`src/rtl/seq_alu_if.sv`:
```
// seq_alu_if: request/response bundle between a controller and seq_alu.
//
// Request channel (controller -> ALU):
//   in_valid, opcode[2:0], operand1[WIDTH-1:0], operand2[WIDTH-1:0]; in_ready flows back.
// Response channel (ALU -> controller):
//   out_valid, result[WIDTH-1:0], result_hi[WIDTH-1:0], carry, zero, err; out_ready flows back.
//
// Modports: master = controller side, slave = ALU side.
interface seq_alu_if #(
  parameter int unsigned WIDTH = 8
);
  logic             in_valid;
  logic             in_ready;
  logic [2:0]       opcode;
  logic [WIDTH-1:0] operand1;
  logic [WIDTH-1:0] operand2;
  logic             out_valid;
  logic             out_ready;
  logic [WIDTH-1:0] result;
  logic [WIDTH-1:0] result_hi;
  logic             carry;
  logic             zero;
  logic             err;

  modport master (
    output in_valid, opcode, operand1, operand2, out_ready,
    input  in_ready, out_valid, result, result_hi, carry, zero, err
  );

  modport slave (
    input  in_valid, opcode, operand1, operand2, out_ready,
    output in_ready, out_valid, result, result_hi, carry, zero, err
  );
endinterface

```
`src/rtl/seq_alu.sv`:
```
// seq_alu: registered ALU with valid/ready handshakes on request and response.
//
// Operations (opcode): 000 add, 001 sub, 010 and, 011 or, 100 xor, 101 mul, 110/111 illegal.
// Add/sub/logic ops and illegal opcodes complete on the accept edge. Mul is an unsigned
// shift-add taking one iteration per clock for WIDTH clocks. One operation in flight.
//
// Ports:
//   clk    rising-edge clock
//   rst_n  asynchronous active-low reset
//   bus    seq_alu_if.slave (request: in_valid/in_ready/opcode/operand1/operand2;
//          response: out_valid/out_ready/result/result_hi/carry/zero/err)
//
// Build option: define SEQ_ALU_MUL_EN to include the multiplier. Without it, opcode 101 is
// reported as illegal and result_hi is tied to zero.
module seq_alu #(
  parameter int unsigned WIDTH = 8
) (
  input logic        clk,
  input logic        rst_n,
  seq_alu_if.slave   bus
);

  localparam logic [2:0] OpAdd = 3'b000;
  localparam logic [2:0] OpSub = 3'b001;
  localparam logic [2:0] OpAnd = 3'b010;
  localparam logic [2:0] OpOr  = 3'b011;
  localparam logic [2:0] OpXor = 3'b100;

`ifdef SEQ_ALU_MUL_EN
  localparam logic [2:0]  OpMul = 3'b101;
  localparam int unsigned CntW  = $clog2(WIDTH + 1);

  typedef enum logic [1:0] {StIdle, StMul, StDone} state_e;
`else
  typedef enum logic [1:0] {StIdle, StDone} state_e;
`endif

  state_e           state_q;
  logic             out_valid_q;
  logic [WIDTH-1:0] result_q;
  logic             carry_q;
  logic             zero_q;
  logic             err_q;

  // Single-cycle datapath, evaluated on the live request so it can be registered at accept.
  logic [WIDTH:0]   sum_w;
  logic [WIDTH:0]   diff_w;
  logic [WIDTH-1:0] alu_res;
  logic             alu_carry;
  logic             alu_err;

  always_comb begin
    sum_w     = {1'b0, bus.operand1} + {1'b0, bus.operand2};
    // Bit WIDTH of the widened difference is the borrow (operand1 < operand2).
    diff_w    = {1'b0, bus.operand1} - {1'b0, bus.operand2};
    alu_res   = '0;
    alu_carry = 1'b0;
    alu_err   = 1'b0;
    case (bus.opcode)
      OpAdd: begin
        alu_res   = sum_w[WIDTH-1:0];
        alu_carry = sum_w[WIDTH];
      end
      OpSub: begin
        alu_res   = diff_w[WIDTH-1:0];
        alu_carry = diff_w[WIDTH];
      end
      OpAnd:   alu_res = bus.operand1 & bus.operand2;
      OpOr:    alu_res = bus.operand1 | bus.operand2;
      OpXor:   alu_res = bus.operand1 ^ bus.operand2;
      // Mul never takes this path when enabled; otherwise 101 lands here as illegal.
      default: alu_err = 1'b1;
    endcase
  end

`ifdef SEQ_ALU_MUL_EN
  logic [WIDTH-1:0]   result_hi_q;
  logic [2*WIDTH-1:0] mcand_q;
  logic [WIDTH-1:0]   mplier_q;
  logic [2*WIDTH-1:0] acc_q;
  logic [2*WIDTH-1:0] acc_next;
  logic [CntW-1:0]    count_q;
  logic [CntW-1:0]    count_next;
  logic               is_mul;

  assign is_mul = (bus.opcode == OpMul);

  // One shift-add step: add the shifted multiplicand when the current multiplier bit is set.
  always_comb begin
    acc_next   = mplier_q[0] ? (acc_q + mcand_q) : acc_q;
    count_next = count_q + CntW'(1);
  end
`endif

  always_ff @(posedge clk or negedge rst_n) begin
    if (!rst_n) begin
      state_q     <= StIdle;
      out_valid_q <= 1'b0;
      result_q    <= '0;
      carry_q     <= 1'b0;
      zero_q      <= 1'b0;
      err_q       <= 1'b0;
`ifdef SEQ_ALU_MUL_EN
      result_hi_q <= '0;
      mcand_q     <= '0;
      mplier_q    <= '0;
      acc_q       <= '0;
      count_q     <= '0;
`endif
    end else begin
      case (state_q)
        StIdle: begin
          if (bus.in_valid) begin
`ifdef SEQ_ALU_MUL_EN
            if (is_mul) begin
              mcand_q  <= {{WIDTH{1'b0}}, bus.operand1};
              mplier_q <= bus.operand2;
              acc_q    <= '0;
              count_q  <= '0;
              state_q  <= StMul;
            end else
`endif
            begin
              result_q    <= alu_res;
              carry_q     <= alu_carry;
              zero_q      <= (alu_res == '0);
              err_q       <= alu_err;
`ifdef SEQ_ALU_MUL_EN
              result_hi_q <= '0;
`endif
              out_valid_q <= 1'b1;
              state_q     <= StDone;
            end
          end
        end
`ifdef SEQ_ALU_MUL_EN
        StMul: begin
          acc_q    <= acc_next;
          mcand_q  <= mcand_q << 1;
          mplier_q <= mplier_q >> 1;
          count_q  <= count_next;
          // Last iteration: publish the product on this same edge.
          if (count_next == CntW'(WIDTH)) begin
            result_q    <= acc_next[WIDTH-1:0];
            result_hi_q <= acc_next[2*WIDTH-1:WIDTH];
            carry_q     <= |acc_next[2*WIDTH-1:WIDTH];
            zero_q      <= (acc_next == '0);
            err_q       <= 1'b0;
            out_valid_q <= 1'b1;
            state_q     <= StDone;
          end
        end
`endif
        StDone: begin
          if (bus.out_ready) begin
            out_valid_q <= 1'b0;
            state_q     <= StIdle;
          end
        end
        default: state_q <= StIdle;
      endcase
    end
  end

  assign bus.in_ready  = (state_q == StIdle);
  assign bus.out_valid = out_valid_q;
  assign bus.result    = result_q;
  assign bus.carry     = carry_q;
  assign bus.zero      = zero_q;
  assign bus.err       = err_q;
`ifdef SEQ_ALU_MUL_EN
  assign bus.result_hi = result_hi_q;
`else
  assign bus.result_hi = '0;
`endif

endmodule

```
`src/flat_wrapper.sv`:
```
// flat-port wrapper written by rule: the top's interface ports become plain ports
module seq_alu_flat 
#(
  parameter int unsigned WIDTH = 8
)
  (clk, rst_n, bus_in_valid, bus_opcode, bus_operand1, bus_operand2, bus_out_ready, bus_in_ready, bus_out_valid, bus_result, bus_result_hi, bus_carry, bus_zero, bus_err);
  seq_alu_if #(.WIDTH(WIDTH)) bus_i ();
  input logic clk;
  input logic rst_n;
  input wire logic [$bits(bus_i.in_valid)-1:0] bus_in_valid;
  input wire logic [$bits(bus_i.opcode)-1:0] bus_opcode;
  input wire logic [$bits(bus_i.operand1)-1:0] bus_operand1;
  input wire logic [$bits(bus_i.operand2)-1:0] bus_operand2;
  input wire logic [$bits(bus_i.out_ready)-1:0] bus_out_ready;
  output wire logic [$bits(bus_i.in_ready)-1:0] bus_in_ready;
  output wire logic [$bits(bus_i.out_valid)-1:0] bus_out_valid;
  output wire logic [$bits(bus_i.result)-1:0] bus_result;
  output wire logic [$bits(bus_i.result_hi)-1:0] bus_result_hi;
  output wire logic [$bits(bus_i.carry)-1:0] bus_carry;
  output wire logic [$bits(bus_i.zero)-1:0] bus_zero;
  output wire logic [$bits(bus_i.err)-1:0] bus_err;
  assign bus_i.in_valid = bus_in_valid;
  assign bus_i.opcode = bus_opcode;
  assign bus_i.operand1 = bus_operand1;
  assign bus_i.operand2 = bus_operand2;
  assign bus_i.out_ready = bus_out_ready;
  assign bus_in_ready = bus_i.in_ready;
  assign bus_out_valid = bus_i.out_valid;
  assign bus_result = bus_i.result;
  assign bus_result_hi = bus_i.result_hi;
  assign bus_carry = bus_i.carry;
  assign bus_zero = bus_i.zero;
  assign bus_err = bus_i.err;
  seq_alu #(.WIDTH(WIDTH)) u_core (.clk(clk), .rst_n(rst_n), .bus(bus_i));
endmodule
```
`config.mk`:
```
export PLATFORM = sky130hd
export DESIGN_NAME = seq_alu_flat
export DESIGN_NICKNAME = d
export VERILOG_FILES = /design/src/rtl/seq_alu_if.sv /design/src/rtl/seq_alu.sv /design/src/flat_wrapper.sv
export SDC_FILE = /design/constraint.sdc
export NUM_CORES = 1
export LEC_CHECK = 0
export CAP_MARGIN = 20
export CORE_MARGIN = 2
export CORE_UTILIZATION = 53
export DETAILED_ROUTE_END_ITERATION = 10
export PLACE_DENSITY = 0.85
export SLEW_MARGIN = 40
export SYNTH_ARGS = -nofsm -noshare
export SYNTH_HDL_FRONTEND = slang
export SYNTH_SLANG_ARGS = --single-unit
```
`constraint.sdc`:
```
create_clock -name clk -period 3.55 [get_ports clk]
set_clock_uncertainty 0.15 [all_clocks]
set_input_delay 0.71 -clock clk [delete_from_list [all_inputs] [get_ports clk]]
set_output_delay 0.71 -clock clk [all_outputs]
set_load 0.01 [all_outputs]
```
==> run summary <==
Each instance of the synthesized netlist takes up on average 7.91 um2. The top cell types in the final layout, fill and taps aside, are clkdlybuf4s50_1 (35), ha_1 (24), inv_1 (22). The last weighted congestion value of the routability-driven placer is 0.918.

The slowest stage of the critical path is the clkdlybuf4s50_1 cell. The cell sitting at the root of the clock tree is a clkbuf_4. In the synthesized netlist the async set-or-reset flop fraction comes to 100%. Time the final worst path needs with I/O delays and setup: 3.16 ns.

The signal on the critical path passes through clkdlybuf4s50_1, inv_1, ha_1, fa_1, o21bai_1, a21oi_1, a221oi_1, a2bb2oi_1, nand4_1, o41ai_2. The tools report the number of library cell types mapped by synthesis as 48. Buffers inserted during clock tree synthesis total 3.

The post-detailed-placement cell area was 0.00204 mm2. Category of the critical setup timing path: in -> reg. The part of the power in the clock network was 17.7%; the cell area power density was 294 mW/mm2. VDD sags by at most 0.115 mV.

For the sequential-to-total area share from yosys stat, the log shows 18.1%. Entering global routing, the biggest net connects 17 pins. Kind of capture point of the worst setup path: a register. In the post-route analysis, the smallest setup slack over all paths is 0.392 ns. For the pin with the worst max-slew slack, the measured transition is 0.610 ns. The relative contribution of sequential cells to total power was 30.1%. TritonCTS built the clock tree. Global routing used 22.2% of the available tracks. The analysis attributes to cell leakage a power of 0.996 nW. The tool flagged a number of max-cap violations equal to 0. 0 antenna diodes ended up in the layout.

Global routing used 39.3% of the available met2 tracks. The logs give 3750 um for the total wire length and 0.000394 W for the internal power. Setup repair after global routing left no endpoint under its margin.

For this run the aggregate overflow at the end of global routing stands at 0. Power comes to 0.000609 W. The run gives 1 as the number of remaining DRC errors. In this run the post-CTS setup repair buffer count came out at 0.

The detailed router finished its first iteration with 89 violations. The fraction of power spent switching nets came out at 35.4%. For the worst setup timing slack at the placement stage, the log shows 0.130 ns.

The total setup violations reported at the end of the flow was 0; the final period utilization was 88.9%. After clock tree synthesis, the clock-pin slew on the worst setup and hold paths is 0.07 ns. For this run, the number of Yosys warnings is 0. The flow ran to the end, but the final reports show violations. From synthesis to final layout, the design area changed by 24.8%. The number of instances resized during post-cts repair is 0, and the setup total negative slack is 0 ns. The post-synthesis instance area came out at 0.00166 mm2. At the worst endpoint, the arrival time is 3.19 ns.

The tools report the combinational group share of total power as 52.2%. After routing the design area is 0.00207 mm2. The initial utilization of the core area, before any placement, comes to 54.9%.

Among all flip-flop cells after synthesis, the most frequent one is dfrtp_1. The detail route stage leaves a number of antenna-violating nets equal to 0. The first global-routing pass estimated 6290 um of wire.

The number of placed instances, taps included, is 286. Most common cell after layout, fill and taps aside: clkdlybuf4s50_1. The floorplan step set the die width to 60.0 um. The fraction of layout cells with a size suffix above 1 is 8.13%, and the maximum fanout along the worst path is 2. Excluding fillers, the count of instances in the completed layout stands at 290. The worst setup path is launched from an input pin. The worst pin sits at a relative slew slack of 59.3%. The CTS sink count was 12.

Required arrival time at the worst endpoint: 3.58 ns. Hold repair after CTS inserted 0 buffers. The most used routing layer was met2.

After floorplanning, the core was sized to cover 0.00303 mm2. The count of standard-cell rows is 20, and the number of buffers inserted by port buffering is 35. The logs give 3090 um for the detailed placement HPWL and 1569 for the detailed-route via count. Dividing the detail-routed via count by the number of cells gives 5.41. The met3 layer usage reported by global route was 1.08%. For the routing usage on met1, the log shows 29.5%. For this design the total switching power over the nets is 0.000216 W. From bottom edge to top edge, the die measures 60.0 um. For the number of pins exceeding their max-slew limit in the final report, the log shows 0.

44 I/O pins were placed. The critical path's largest stage delay is 0.48 ns. The run gives 210 as the gate count of the mapped netlist.

The path class of the tightest hold or removal check is reg -> reg. The checks that failed: design-rule violations. Counting along the longest clock path gives a buffer depth of 2. Yosys mapped a number of flops with a built-in enable equal to 0.

The number of global-route vias before repair is 1419. For the worst-skew pair, the clock arrives at the later sink with an insertion delay of 0.27 ns. In the final routed layout, each cell accounts on average for 12.9 um. Synthesis inferred 12 register bits.

The first detailed-routing pass took 7 iterations. Static timing analysis puts the maximum clock frequency at 0.317 GHz. The initial antenna violation count came out at 0. For the final number of hold-violating endpoints, the log shows 0.

The logs give 0.00360 mm2 for the total die area and 296 for the post-layout net count. Number of levels the H-tree was split into: 1.
[cells in the mapped netlist, drive strengths merged (5+ instances only)]
library cell,count,area [um2]
nor2,19,71.3
a21oi,10,50.1
inv,22,82.6
nor3,5,25.0
nand2,17,63.8
nor2b,7,43.8
a21o,6,45.0
buf,12,85.1
ha,24,300
dfrtp,12,300
o21ai,8,40.0
mux2i,5,50.1
[power by group through the flow]
stage | Clock, W | Sequential [W] | Combinational [W]
after CTS | 0.000109 | 0.000184 | 0.000317
after detailed placement | 0 | 0.000187 | 0.000315
after global routing | 0.000115 | 0.000188 | 0.000352
after floorplan | 0 | 0.000201 | 0.000170
after global placement | 0 | 0.000186 | 0.000310
final | 0.000108 | 0.000183 | 0.000318
[final cells by class]
type,instances,area [um2]
well taps,44,55.1
inverters,22,82.6
repair buffers,41,395
clock buffers,4,36.3
flip-flops and latches,12,300
multi-input cells,167,1200
fillers,277,953
[final timing paths]
path,startpoint,to,slack (ns),depth (start not counted)
max,bus_operand1[0],u_core.bus.zero,0.39,10
min,u_core.bus.result[1],u_core.bus.result[1],0.33,2
max reg2reg,u_core.bus.out_valid,u_core.bus.zero,1.89,5
min reg2reg,u_core.bus.result[1],u_core.bus.result[1],0.33,2
max in group asynchronous,rst_n,u_core.bus.result[2],2.28,1
min in group asynchronous,rst_n,u_core.bus.err,0.63,1
[metal layers]
| metal | routed length (um) | share of wire [%] |
|---|---|---|
| met1 | 1730 | 46 |
| met3 | 192 | 5.1 |
| met5 | 0 | 0 |
| met2 | 1810 | 48 |
| met4 | 23 | 0.61 |
[worst max-delay path, delay by kind of cell]
family | cells | cell delay (ns)
compound gates | 5 | 1.14
fa+ha+maj | 2 | 0.64
buf+inv | 2 | 0.55
simple gates | 1 | 0.14
[per-stage QoR]
step                      util, %  hold slack (ns)
after floorplan                 -            0.264
final                        68.5            0.329
after detailed placement     67.3            0.318
after global routing         68.5            0.358
after global placement       67.3            0.309
after CTS                    68.5            0.335
[state kept, by name, indices dropped and copies added (netlist names)]
register	count
u_core.bus.err	1
u_core.bus.out_valid	1
u_core.bus.zero	1
u_core.bus.result	8
u_core.bus.carry	1
[cell families after synthesis]
group,count (synthesis),synth area share (%)
and+or+nand+nor,70,21.2
AOI/OAI and AO/OA,53,22.9
buffers and inverters,38,11.0
adders and majority gates,26,20.5
DFF,12,18.1
muxes,8,5.05
xor gates and xnor gates,2,1.05
other,1,0.226
No activity file was read; power rests on OpenSTA's default activity.
